$ cat config.mk
export PLATFORM = sky130hd
export DESIGN_NAME = snake_tick_ctrl
export DESIGN_NICKNAME = d
export VERILOG_FILES = /design/src/rtl/snake_tick_ctrl.sv
export SDC_FILE = /design/constraint.sdc
export NUM_CORES = 1
export LEC_CHECK = 0
export BUFFER_PORTS_ARGS = -buffer_cell sky130_fd_sc_hd__buf_2
export CORE_ASPECT_RATIO = 1.5
export CORE_UTILIZATION = 55
export DETAILED_ROUTE_END_ITERATION = 8
export PLACE_DENSITY = 0.73
export SYNTH_ARGS = -nofsm -noshare
export SYNTH_HDL_FRONTEND = slang
export SYNTH_SLANG_ARGS = --single-unit
$ cat constraint.sdc
create_clock -name Clk -period 3.97 [get_ports Clk]
set_input_delay 0 -clock Clk [delete_from_list [all_inputs] [get_ports Clk]]
set_output_delay 0 -clock Clk [all_outputs]
set_load 0.02 [all_outputs]
$ cat src/rtl/snake_tick_ctrl.sv
// snake_tick_ctrl
//   Paces and steers snake_core. The block emits a one-cycle Step pulse per
//   game tick and holds a committed direction Dir between ticks. It detects
//   rising edges on the four direction buttons and rejects 180-degree
//   reversals. It buffers one pending turn, shortens the tick period as the
//   snake grows, and sequences IDLE/RUN/PAUSED/HALT.
//
// Ports
//   Clk        system clock
//   Reset      asynchronous, active-high
//   Left/Right/Up/Down  button levels, already synchronised to Clk
//   Start      start request (rising edge is the event)
//   Pause      pause toggle (rising edge is the event)
//   Game_Over  high while snake_core is in WIN or LOSE
//   Length     current snake length
//   Step       one-cycle pulse: advance the core by one move
//   Dir        committed direction: 00 L, 01 R, 10 U, 11 D
//   Running    state == RUN
//   Paused     state == PAUSED
module snake_tick_ctrl #(
  parameter int CNT_W       = 24,
  parameter int BASE_PERIOD = 5_000_000,
  parameter int SPEEDUP     = 250_000,
  parameter int MIN_PERIOD  = 1_000_000
) (
  input  logic       Clk,
  input  logic       Reset,
  input  logic       Left,
  input  logic       Right,
  input  logic       Up,
  input  logic       Down,
  input  logic       Start,
  input  logic       Pause,
  input  logic       Game_Over,
  input  logic [3:0] Length,
  output logic       Step,
  output logic [1:0] Dir,
  output logic       Running,
  output logic       Paused
);

  localparam int PW = CNT_W + 4;
  localparam logic [1:0] DIR_RIGHT = 2'b01;

  typedef enum logic [1:0] {IDLE, RUN, PAUSED, HALT} state_t;

  state_t           state, state_next;
  logic [5:0]       hist;
  logic [5:0]       btn_now;
  logic [5:0]       ev;
  logic [CNT_W-1:0] cnt;
  logic [CNT_W-1:0] period;
  logic             pend_vld;
  logic [1:0]       pend;
  logic             cand_vld;
  logic [1:0]       cand;
  logic             accept;
  logic             expire;

  // The period shrinks with Length and saturates at MIN_PERIOD. The
  // comparison is done before the subtraction so that the result never wraps.
  function automatic logic [CNT_W-1:0] calc_period(input logic [3:0] len);
    logic [PW-1:0] prod;
    logic [PW-1:0] base;
    logic [PW-1:0] minp;
    prod = PW'(len) * PW'(SPEEDUP);
    base = PW'(BASE_PERIOD);
    minp = PW'(MIN_PERIOD);
    if (prod >= base || (base - prod) < minp)
      return CNT_W'(MIN_PERIOD);
    else
      return CNT_W'(base - prod);
  endfunction

  // Edge detect: bit order is {L, R, U, D, Start, Pause}
  assign btn_now = {Left, Right, Up, Down, Start, Pause};
  assign ev      = btn_now & ~hist;

  always_ff @(posedge Clk or posedge Reset) begin
    if (Reset) hist <= '0;
    else       hist <= btn_now;
  end

  // Fixed priority L > R > U > D; only the winner is judged
  always_comb begin
    cand_vld = 1'b1;
    cand     = 2'b00;
    if      (ev[5]) cand = 2'b00;
    else if (ev[4]) cand = 2'b01;
    else if (ev[3]) cand = 2'b10;
    else if (ev[2]) cand = 2'b11;
    else            cand_vld = 1'b0;
  end

  // Opposites differ only in the low bit (L/R = 0x, U/D = 1x)
  assign accept = cand_vld && (state == RUN || state == PAUSED) &&
                  (cand != {Dir[1], ~Dir[0]});

  assign expire = (cnt == period - CNT_W'(1));

  // FSM state register
  always_ff @(posedge Clk or posedge Reset) begin
    if (Reset) state <= IDLE;
    else       state <= state_next;
  end

  // Game_Over outranks both Pause and tick expiry, so Step is gated here too
  always_comb begin
    state_next = state;
    Step       = 1'b0;
    Running    = 1'b0;
    Paused     = 1'b0;
    case (state)
      IDLE:   if (ev[1]) state_next = RUN;
      RUN: begin
        Running = 1'b1;
        if (Game_Over) state_next = HALT;
        else begin
          Step = expire;
          if (ev[0]) state_next = PAUSED;
        end
      end
      PAUSED: begin
        Paused = 1'b1;
        if (Game_Over)  state_next = HALT;
        else if (ev[0]) state_next = RUN;
      end
      HALT:   if (!Game_Over) state_next = IDLE;
      default: state_next = IDLE;
    endcase
  end

  // Tick counter and period latch. A pause edge freezes the counter in the
  // same cycle, so resuming continues from the value seen at the pause.
  always_ff @(posedge Clk or posedge Reset) begin
    if (Reset) begin
      cnt    <= '0;
      period <= CNT_W'(BASE_PERIOD);
    end else if (state == IDLE && ev[1]) begin
      cnt    <= '0;
      period <= calc_period(Length);
    end else if (Step) begin
      cnt    <= '0;
      period <= calc_period(Length);
    end else if (state == RUN && !Game_Over && !ev[0]) begin
      cnt    <= cnt + CNT_W'(1);
    end
  end

  // A press accepted in the Step cycle is judged against the old Dir. It
  // lands in pending after the commit, so the press waits for the next tick.
  always_ff @(posedge Clk or posedge Reset) begin
    if (Reset) begin
      Dir      <= DIR_RIGHT;
      pend     <= 2'b00;
      pend_vld <= 1'b0;
    end else if (state == HALT && !Game_Over) begin
      Dir      <= DIR_RIGHT;
      pend_vld <= 1'b0;
    end else begin
      if (Step) begin
        if (pend_vld) Dir <= pend;
        pend_vld <= 1'b0;
      end
      if (accept) begin
        pend     <= cand;
        pend_vld <= 1'b1;
      end
    end
  end

endmodule

==> impl_metrics.ini <==
[synthesis]
synth_top_area_frac = 0.2731
synthTopCellsByArea = dfrtp_1 27%, ha_1 7.6%, xor2_1 6.7%
syn_area_sq_um = 4307
yosysWarnings = 0
yosysUniqueCellTypes = 63
ys_ff_latch = 56
syn_avg_cell_area_sq_um = 8.825
synth_cells = 488
synth_nets = 532
synthArstFlopShare = 1.000
synth_ff_type = dfrtp_1
synth_edf_count = 0
seq_area_frac_synth = 0.3280
yosys.area.top_type = dfrtp_1

[floorplanning]
die_width_microns = 74.25
row_count = 39
start_util = 0.5657
ios = 18
core-area_sq_um = 7612
die-area_sq_um = 8195
dieHeight_microns = 110.4

[detailed_routing]
ant_nets = 0
vias = 3655
dr.first_iter.drc_count = 207
post_drt_via_cell_ratio = 5.914
drc = 0
wl_microns = 9291
wire_per_inst_microns = 15.03
dr.pass1.iters = 4

[worst_setup_path]
rr_worst_depth = 8
path_cells = nor4_1, nand2_1, o31a_1, or3_1, or4b_4, o31ai_4, buf_4, mux2_2
regToRegSetupSlack_ps = 370
startpoint_type = register
worstPathMaxFanout = 11
cp.depth = 8
critical_path.top_delay_family = simple AND/OR/NAND/NOR gates
endpoint_kind = register
r2r-start = period[12]$_DFFE_PP0P_
crit_required_ps = 4160
reg2reg_to = period[21]$_DFFE_PP0P_
path_class = register to register
critPathBufInv = 1
arrival_ps = 3780
cpPeakStageDelay_ps = 720
slowest_stage = nor4_1

[clock_tree]
cts_tree = done
clockBufferDepth = 2
cts_root_buf = clkbuf_16
post_cts_buffers = 0
numClockSinks = 56
clk_pin_slew_ps = 70
htree_levels = 2
numCtsBuffers = 5
clock_latency_ps = 300

[layout]
layout_common_cells = 54 x nor2_1, 47 x dfrtp_1, 35 x inv_1
final_common_cell = nor2_1
diodes = 0
final_util = 0.6343
drive_gt1_frac = 0.1124
nets = 559
area_delta_synth_final_pct = 12.12
n_fill_cell = 698

[hold_path]
hold_path.class = primary input to register
min_to = state[0]$_DFFE_PP0P_
hp-start = Game_Over
worstHoldPathCells = 3

[place]
port_buffers = 17
place_ws_ps = 92.77
dpl.hpwl_microns = 7310
place_congestion = 1.004

[outcome]
status = finished clean

[power]
seq_power_share = 0.354
clock_power_share = 0.237
power-per-cell-area_nw_per_um2 = 545.6
ir_worst_vdd_v = 0.0002483
p_switching_w = 0.0009931
comb_power_share = 0.409
finalPower_w = 0.002634
switching_share = 0.3770
p_leak_nw = 2.124
internal_power_w = 0.001641

[timing]
setup_tns_ps = 0
fin_skew_ps = 6.921
final-hold-violation-count = 0
fmax_mhz = 278.0
fin_crit_ps = 3598
period_share = 0.9062
relSlewSlack = 0.4752
setup_viol = 0
maxSlewViolCount = 0
rsz0062_at_grt = no
tightest_slew_ps = 780.0
worst_slack_ps = 372.4
whs_ps = 67.33

[global_route]
grt_usage = 0.2498
antenna_found_initial = 0
grt_pass1_wl_microns = 15890
grt_pass1_vias = 3672
overflow = 0
grt_start_max_net_pins = 57

[flow_run]
cap_violations = 0
[cell families after synthesis]
kind of cell / share of synthesized area
AO/OA/AOI/OAI: 0.1569
flip-flops: 0.3280
adder cells (fa/ha/maj): 0.09878
multiplexers: 0.01976
buffers and inverters: 0.04649
XOR/XNOR: 0.1281
AND/OR/NAND/NOR: 0.2220
[stage by stage]
step           cell area [sq um]  cells
2_1_floorplan               4307    488
3_3_place_gp                4537    603
3_5_place_dp                4537    603
4_1_cts                     4822    618
5_1_grt                     4828    618
6_report                    4828    618
[synth_stat cells, types with 6 or more instances]
master and number:
ha_1 26, nor4_1 7, nor2b_1 13, a21oi_1 14, nand3_1 22, nand4_1 10, dfrtp_1 47, nand2b_1 6
o211ai_1 7, nor3_1 11, o22ai_1 8, dfstp_2 9, nand2_1 25, or3_1 7, o21ai_0 15, nor2_1 54
xnor2_1 30, xor2_1 33, a31oi_1 9, and3_1 7, clkbuf_1 10, inv_1 36
[area by class of cell]
class / count / area, sq um / area share
multi-input combinational: 381 / 2700 / 0.5592
sequential: 56 / 1413 / 0.2926
timing repair buffer: 35 / 237.7 / 0.04924
inverter: 36 / 135.1 / 0.02799
tap: 102 / 127.6 / 0.02643
clock buffer: 5 / 125.1 / 0.02591
clock inverter: 3 / 90.09 / 0.01866
[what timing repair did]
action / CTS / global route
endpoints found under the hold margin: 53 / 0
hold buffers: 7 / 0
gates resized for setup: 0 / 1
setup endpoints to repair: 0 / 1
[worst max-delay path by stage]
| stage | from | endpoint | slack, ps |
|---|---|---|---|
| 2_1_floorplan | Length[1] | period[9]$_DFFE_PP1P_ | 360 |
| 3_3_place_gp | Length[1] | period[9]$_DFFE_PP1P_ | 230 |
| 3_5_place_dp | Length[1] | period[9]$_DFFE_PP1P_ | 90 |
| 4_1_cts | period[7]$_DFFE_PP0P_ | period[21]$_DFFE_PP0P_ | 300 |
| 5_1_grt | Length[1] | period[6]$_DFFE_PP1P_ | 140 |
| 6_report | period[12]$_DFFE_PP0P_ | period[21]$_DFFE_PP0P_ | 370 |
[worst register-to-register path: stages, from the launching register on]
cell and delay [ps]:
dfrtp_1 470, nor4_1 720, nand2_1 260, o31a_1 390, or3_1 320, or4b_4 510, o31ai_4 270, buf_4 230
mux2_2 340
[layer usage]
metal / vias to the layer above / part of all wire / GRT usage
met3: 31 / 0.026 / 0.02545
met2: 75 / 0.56 / 0.4877
met5: - / 0 / 0
met4: 0 / 0.036 / 0.1186
met1: 1753 / 0.38 / 0.2579
li1: 1796 / - / -
[sequential cells by signal, indices dropped and copies added, names as in the netlist]
register,flops
pend_vld,1
state,2
pend,2
period,19
cnt,24
Dir,2
hist,6
[power groups by stage]
stage,logic (W),clock network (W),registers (W)
after floorplan,0.000860,0,0.000872
after global placement,0.00104,0,0.000922
after detailed placement,0.00107,0,0.000935
after CTS,0.00108,0.000638,0.000925
final,0.00108,0.000624,0.000932
after global routing,0.00121,0.000657,0.000961
Note: power is estimated with default switching activity, not from simulation.
